### config.mk
export PLATFORM = sky130hd
export DESIGN_NAME = tx_word_serializer
export DESIGN_NICKNAME = d
export VERILOG_FILES = /design/src/rtl/tx_word_serializer.sv
export SDC_FILE = /design/constraint.sdc
export NUM_CORES = 1
export LEC_CHECK = 0
export CORE_ASPECT_RATIO = 1.1
export CORE_MARGIN = 5
export CORE_UTILIZATION = 52
export DETAILED_ROUTE_END_ITERATION = 16
export GPL_ROUTABILITY_DRIVEN = 0
export PLACE_DENSITY = 0.83
export REMOVE_ABC_BUFFERS = 1
export SLEW_MARGIN = 20
export SYNTH_ARGS = -nofsm -noshare
export SYNTH_HDL_FRONTEND = slang
export SYNTH_SLANG_ARGS = --single-unit
export TNS_END_PERCENT = 30
### constraint.sdc
create_clock -name clk -period 2 [get_ports clk]
set_input_delay 0.4 -clock clk [delete_from_list [all_inputs] [get_ports clk]]
set_output_delay 0.4 -clock clk [all_outputs]
set_load 0.02 [all_outputs]
### src/rtl/tx_word_serializer.sv
// tx_word_serializer
// Pops one WORD_W-bit word from the upstream FIFO and sends it to the UART
// transmitter as WORD_W/BYTE_W bytes. Each byte goes out with a tx_start
// pulse, and the next byte waits for tx_done. The byte order is latched per
// word. busy and frame_done report status.
// Optional trailing XOR checksum byte: define TX_WORD_SERIALIZER_CHECKSUM_EN.
//
// state     | meaning
// IDLE      | waiting for a word; pops the FIFO when it is not empty
// LOAD      | capture FIFO data and byte order, clear byte counter
// SEND      | present head byte on d_out with tx_start, shift register
// WAIT      | hold d_out until the UART reports tx_done
// CSUM      | present XOR checksum byte with tx_start (checksum build)
// WAIT_CSUM | wait for tx_done of the checksum byte (checksum build)
// DONE      | frame_done is high this cycle; return to IDLE
//
// The d_in capture relies on the FIFO still presenting the popped word in
// the LOAD cycle. This holds for a show-ahead FIFO whose pop takes effect
// at the end of the buffer_read cycle.
// frame_done is registered on the WAIT->DONE transition. This makes it
// coincide with the DONE state, one cycle after the last tx_done.

module tx_word_serializer #(
    parameter int WORD_W = 128,
    parameter int BYTE_W = 8
) (
    input  logic              clk,
    input  logic              reset,
    input  logic [WORD_W-1:0] d_in,
    input  logic              buffer_empty,
    output logic              buffer_read,
    input  logic              msb_first,
    input  logic              tx_done,
    output logic              tx_start,
    output logic [BYTE_W-1:0] d_out,
    output logic              busy,
    output logic              frame_done
);

    localparam int NBYTES = WORD_W / BYTE_W;
    localparam int CNT_W  = $clog2(NBYTES + 1);
    localparam logic [CNT_W-1:0] LAST_CNT = CNT_W'(NBYTES - 1);

`ifdef TX_WORD_SERIALIZER_CHECKSUM_EN
    typedef enum logic [2:0] {
        S_IDLE, S_LOAD, S_SEND, S_WAIT, S_DONE, S_CSUM, S_WAIT_CSUM
    } state_t;
`else
    typedef enum logic [2:0] {
        S_IDLE, S_LOAD, S_SEND, S_WAIT, S_DONE
    } state_t;
`endif

    state_t              r_state;
    state_t              w_state_nxt;
    logic [WORD_W-1:0]   r_sreg;
    logic [WORD_W-1:0]   w_sreg_nxt;
    logic                r_order;
    logic                w_order_nxt;
    logic [CNT_W-1:0]    r_cnt;
    logic [CNT_W-1:0]    w_cnt_nxt;
    logic [BYTE_W-1:0]   r_d_out;
    logic [BYTE_W-1:0]   w_d_out_nxt;
    logic                r_tx_start;
    logic                w_tx_start_nxt;
    logic                r_buffer_read;
    logic                w_buffer_read_nxt;
    logic                r_frame_done;
    logic                w_frame_done_nxt;
    logic                r_busy;
    logic                w_busy_nxt;
    logic [BYTE_W-1:0]   w_head;
`ifdef TX_WORD_SERIALIZER_CHECKSUM_EN
    logic [BYTE_W-1:0]   r_acc;
    logic [BYTE_W-1:0]   w_acc_nxt;
`endif

    assign w_head = r_order ? r_sreg[WORD_W-1 -: BYTE_W] : r_sreg[BYTE_W-1:0];

    // Next-state and next-value logic for every registered output and datapath register.
    always_comb begin
        w_state_nxt       = r_state;
        w_sreg_nxt        = r_sreg;
        w_order_nxt       = r_order;
        w_cnt_nxt         = r_cnt;
        w_d_out_nxt       = r_d_out;
        w_tx_start_nxt    = 1'b0;
        w_buffer_read_nxt = 1'b0;
        w_frame_done_nxt  = 1'b0;
`ifdef TX_WORD_SERIALIZER_CHECKSUM_EN
        w_acc_nxt         = r_acc;
`endif
        case (r_state)
            S_IDLE: begin
                if (!buffer_empty) begin
                    w_buffer_read_nxt = 1'b1;
                    w_state_nxt       = S_LOAD;
                end
            end
            S_LOAD: begin
                w_sreg_nxt  = d_in;
                w_order_nxt = msb_first;
                w_cnt_nxt   = '0;
`ifdef TX_WORD_SERIALIZER_CHECKSUM_EN
                w_acc_nxt   = '0;
`endif
                w_state_nxt = S_SEND;
            end
            S_SEND: begin
                w_d_out_nxt    = w_head;
                w_tx_start_nxt = 1'b1;
                w_sreg_nxt     = r_order ? (r_sreg << BYTE_W) : (r_sreg >> BYTE_W);
`ifdef TX_WORD_SERIALIZER_CHECKSUM_EN
                w_acc_nxt      = r_acc ^ w_head;
`endif
                w_state_nxt    = S_WAIT;
            end
            S_WAIT: begin
                if (tx_done) begin
                    if (r_cnt == LAST_CNT) begin
`ifdef TX_WORD_SERIALIZER_CHECKSUM_EN
                        w_state_nxt      = S_CSUM;
`else
                        w_state_nxt      = S_DONE;
                        w_frame_done_nxt = 1'b1;
`endif
                    end else begin
                        w_cnt_nxt   = r_cnt + 1'b1;
                        w_state_nxt = S_SEND;
                    end
                end
            end
`ifdef TX_WORD_SERIALIZER_CHECKSUM_EN
            S_CSUM: begin
                w_d_out_nxt    = r_acc;
                w_tx_start_nxt = 1'b1;
                w_state_nxt    = S_WAIT_CSUM;
            end
            S_WAIT_CSUM: begin
                if (tx_done) begin
                    w_state_nxt      = S_DONE;
                    w_frame_done_nxt = 1'b1;
                end
            end
`endif
            S_DONE: begin
                w_state_nxt = S_IDLE;
            end
            default: begin
                w_state_nxt = S_IDLE;
            end
        endcase
    end

    assign w_busy_nxt = (w_state_nxt != S_IDLE);

    // State register.
    always_ff @(posedge clk) begin
        if (reset) begin
            r_state <= S_IDLE;
        end else begin
            r_state <= w_state_nxt;
        end
    end

    // Datapath and registered outputs.
    always_ff @(posedge clk) begin
        if (reset) begin
            r_sreg        <= '0;
            r_order       <= 1'b0;
            r_cnt         <= '0;
            r_d_out       <= '0;
            r_tx_start    <= 1'b0;
            r_buffer_read <= 1'b0;
            r_frame_done  <= 1'b0;
            r_busy        <= 1'b0;
`ifdef TX_WORD_SERIALIZER_CHECKSUM_EN
            r_acc         <= '0;
`endif
        end else begin
            r_sreg        <= w_sreg_nxt;
            r_order       <= w_order_nxt;
            r_cnt         <= w_cnt_nxt;
            r_d_out       <= w_d_out_nxt;
            r_tx_start    <= w_tx_start_nxt;
            r_buffer_read <= w_buffer_read_nxt;
            r_frame_done  <= w_frame_done_nxt;
            r_busy        <= w_busy_nxt;
`ifdef TX_WORD_SERIALIZER_CHECKSUM_EN
            r_acc         <= w_acc_nxt;
`endif
        end
    end

    assign buffer_read = r_buffer_read;
    assign tx_start    = r_tx_start;
    assign d_out       = r_d_out;
    assign busy        = r_busy;
    assign frame_done  = r_frame_done;

endmodule

==> results.md <==
* Count leader, synth: dfxtp_1
* Final min period at 1.86 ns
* Worst-Skew Late Latency at 0.42 ns
* Worst r2r src: r_cnt[0]
* Die ar. at 16700 sq um
* CTS Buffer Depth at 2
* Post-synthesis cell type count at 33
* Placed cell count at 1095
* Yosys reg bits at 149
* Vias in the first global route at 5936
* Ant diodes at 0
* CP Depth at 7
* Storage element area at 2990 sq um
* Area occupied by multi-input gates at 4000 sq um
* CP required at 2.32 ns
* WHS Endpoint: busy
* Worst-Margin Slew at 0.718 ns
* Hold Crit Class: input pin to flip-flop
* Crit-path max FO at 4
* Critical path capture point type: flip-flop
* Synth cell count leaders: dfxtp_1 (149), mux2i_1 (123), nand2_1 (121)
* PortBufs at 144
* GRT Util Overall at 0.209
* Max stage delay on crit path at 0.33 ns
* CTS Buf Count at 17
* Initial antenna violation count at 0
* Final Setup Violations at 0
* Vias at 6288
* Worst hold slack at 0.447 ns
* R2R depth at 7
* Slew Limit Fails at 0
* Post-route DRC at 0
* Clock Pin Slew Worst Setup and Hold Paths at 0.06 ns
* Grt total ovfl at 0
* PD cells at 868 nW/um^2
* WS Path Type: flip-flop to flip-flop
* Final wirelength at 17900 um
* Syn avg cell area at 9.05 sq um
* Routed len/inst at 15.9 um
* DRT iter0 DRCs at 409
* Total Power at 8230 uW
* Crit share post-route at 0.931
* Cell Chain, Critical Path: ha_1 > and3_1 > ha_1 > nand2b_1 > a21o_1 > or2_1 > o41ai_2
* Fin util at 0.682
* Worst IR Drop VDD at 0.542 mV
* Most frequent CP cell: ha_1
* Root Driver: clkbuf_16
* Hold Buf Count CTS at 0
* Vias/cell at 5.58
* Top delay family on crit path: simple AND/OR/NAND/NOR gates
* FMAX at 537 MHz
* Area leader, netlist: dfxtp_1
* Skew final at 0.00793 ns
* Cell row count at 45
* Slew Limit Headroom at 0.521
* FFs w/ async S/R, synth at 0
* Post-DRT Antenna Nets at 0
* Crit start category: flip-flop
* Core area at 13900 sq um
* YS warnings at 0
* Post-synth EDFFs at 0
* Fill count at 1122
* Crit Reg-Reg Endpoint: r_cnt[2]
* Nets at 1061
* Starting density of the core at 0.533
* Reg2reg setup slack at 0.14 ns
* Critical Path AT at 2.18 ns
* Hold Crit Depth at 3
* Die Height at 135 um
* Pleak at 0.00313 uW
* HP Start: reset
* Outcome: finished clean
* Layout cell share with drive strength beyond 1 at 0.0671
* CTS tree: done
* Post-synth top area share at 0.402
* Max cap viols at 0
* Seq/Total Area, Yosys at 0.402
* First-pass GRT wire length at 28300 um
* Mapped Cells at 819
* Largest net degree at the start of global routing at 105
* Final Hold Vio Count at 0
* Io pins at 145
* Area of the mapped netlist at 7410 sq um
* Clock Sinks at 149
* Width of the die at 124 um
* Finished Layout Cells at 1127
* CP Buf/Inv Count at 0
* Crit-path slowest cell: dfxtp_1
* Layout area overhead at 28.0%
* Top FF cell, synth: dfxtp_1
* Ranking of synthesized cells by area: dfxtp_1 (40%), mux2i_1 (17%), o2bb2ai_1 (13%)
* RSZ-0062 raised after global routing: false
* # H-tree levels at 4
* Post-DP HPWL at 11800 um
* Drt pass-1 iters at 4
## cell families after synthesis
logic type | share of synthesized area
AOI/OAI and AO/OA | 0.260
and+or+nand+nor | 0.106
DFF | 0.402
muxes | 0.166
buffers and inverters | 0.0620
adders and majority gates | 0.00338
## layout make-up
class | instances | area share
clock buffers | 23 | 0.0514
flip-flops and latches | 149 | 0.315
clock inverters | 9 | 0.00804
repair buffers | 167 | 0.177
well taps | 188 | 0.0248
multi-input cells | 586 | 0.422
inverters | 5 | 0.00198
## timing repair
item / 4_1_cts / 5_1_grt
endpoints found under the setup margin: 0 / 2
gates resized for setup: 0 / 2
buffers inserted: 0 / 0
## how the worst max path moves through the flow
| stage | to | slack [ns] | start |
|---|---|---|---|
| final | r_cnt[2] | 0.14 | r_cnt[0] |
| after global routing | r_cnt[2] | 0.02 | r_cnt[0] |
| after CTS | r_cnt[0] | 0.13 | r_cnt[0] |
| after detailed placement | r_cnt[2] | 0.14 | r_cnt[0] |
| after global placement | r_cnt[1] | 0.22 | r_cnt[0] |
| after floorplan | r_sreg[91] | -3.22 | r_order |
## stage by stage
stage	setup WS (ns)	area (sq um)	setup TNS, ns
after floorplan	-3.22	6970	-434.65
after global placement	0.219	8910	0
after detailed placement	0.141	8910	0
after CTS	0.131	9470	0
after global routing	0.0235	9490	0
final	0.137	9490	0
## power by group
group          internal (uW)  switching (uW)
Sequential              3310             282
Clock                   1830            1190
Combinational            826             796
## metal layers
layer	global-route usage	vias up	routed length [um]
met5	0	-	0
met4	0.0548	0	212
met3	0.0497	16	847
met2	0.348	134	8790
met1	0.270	2933	8090
li1	-	3205	-
## layout by cell type (no fill, tap or decap), drive strengths merged
| cell | n |
|---|---|
| nor2 | 35 |
| nand3 | 1 |
| nand2 | 121 |
| nor3b | 1 |
| inv | 6 |
| nand2b | 12 |
| o41ai | 2 |
| bufinv | 1 |
| a21o | 2 |
| dfxtp | 149 |
| clkdlybuf4s50 | 143 |
| or2 | 2 |
| ha | 2 |
| a2bb2oi | 16 |
| nor4 | 1 |
| a21oi | 6 |
| a211oi | 8 |
| o21ai | 115 |
| o22ai | 16 |
| buf | 24 |
| clkinvlp | 1 |
| and4 | 1 |
| clkbuf | 23 |
| nor2b | 6 |
| mux2i | 123 |
| o2bb2ai | 112 |
| nor3 | 2 |
| and3 | 1 |
| nand3b | 1 |
| clkinv | 6 |
## flip-flops by register name, indices dropped and copies added (netlist names)
register,cells
frame_done,1
r_order,1
busy,1
r_sreg,128
buffer_read,1
r_state,3
r_cnt,5
tx_start,1
d_out,8
## worst min-delay path: stages
cell     delay [ns]
buf_2          0.10
or2_1          0.26
a21oi_1        0.06
Note: power is estimated with default switching activity, not from simulation.
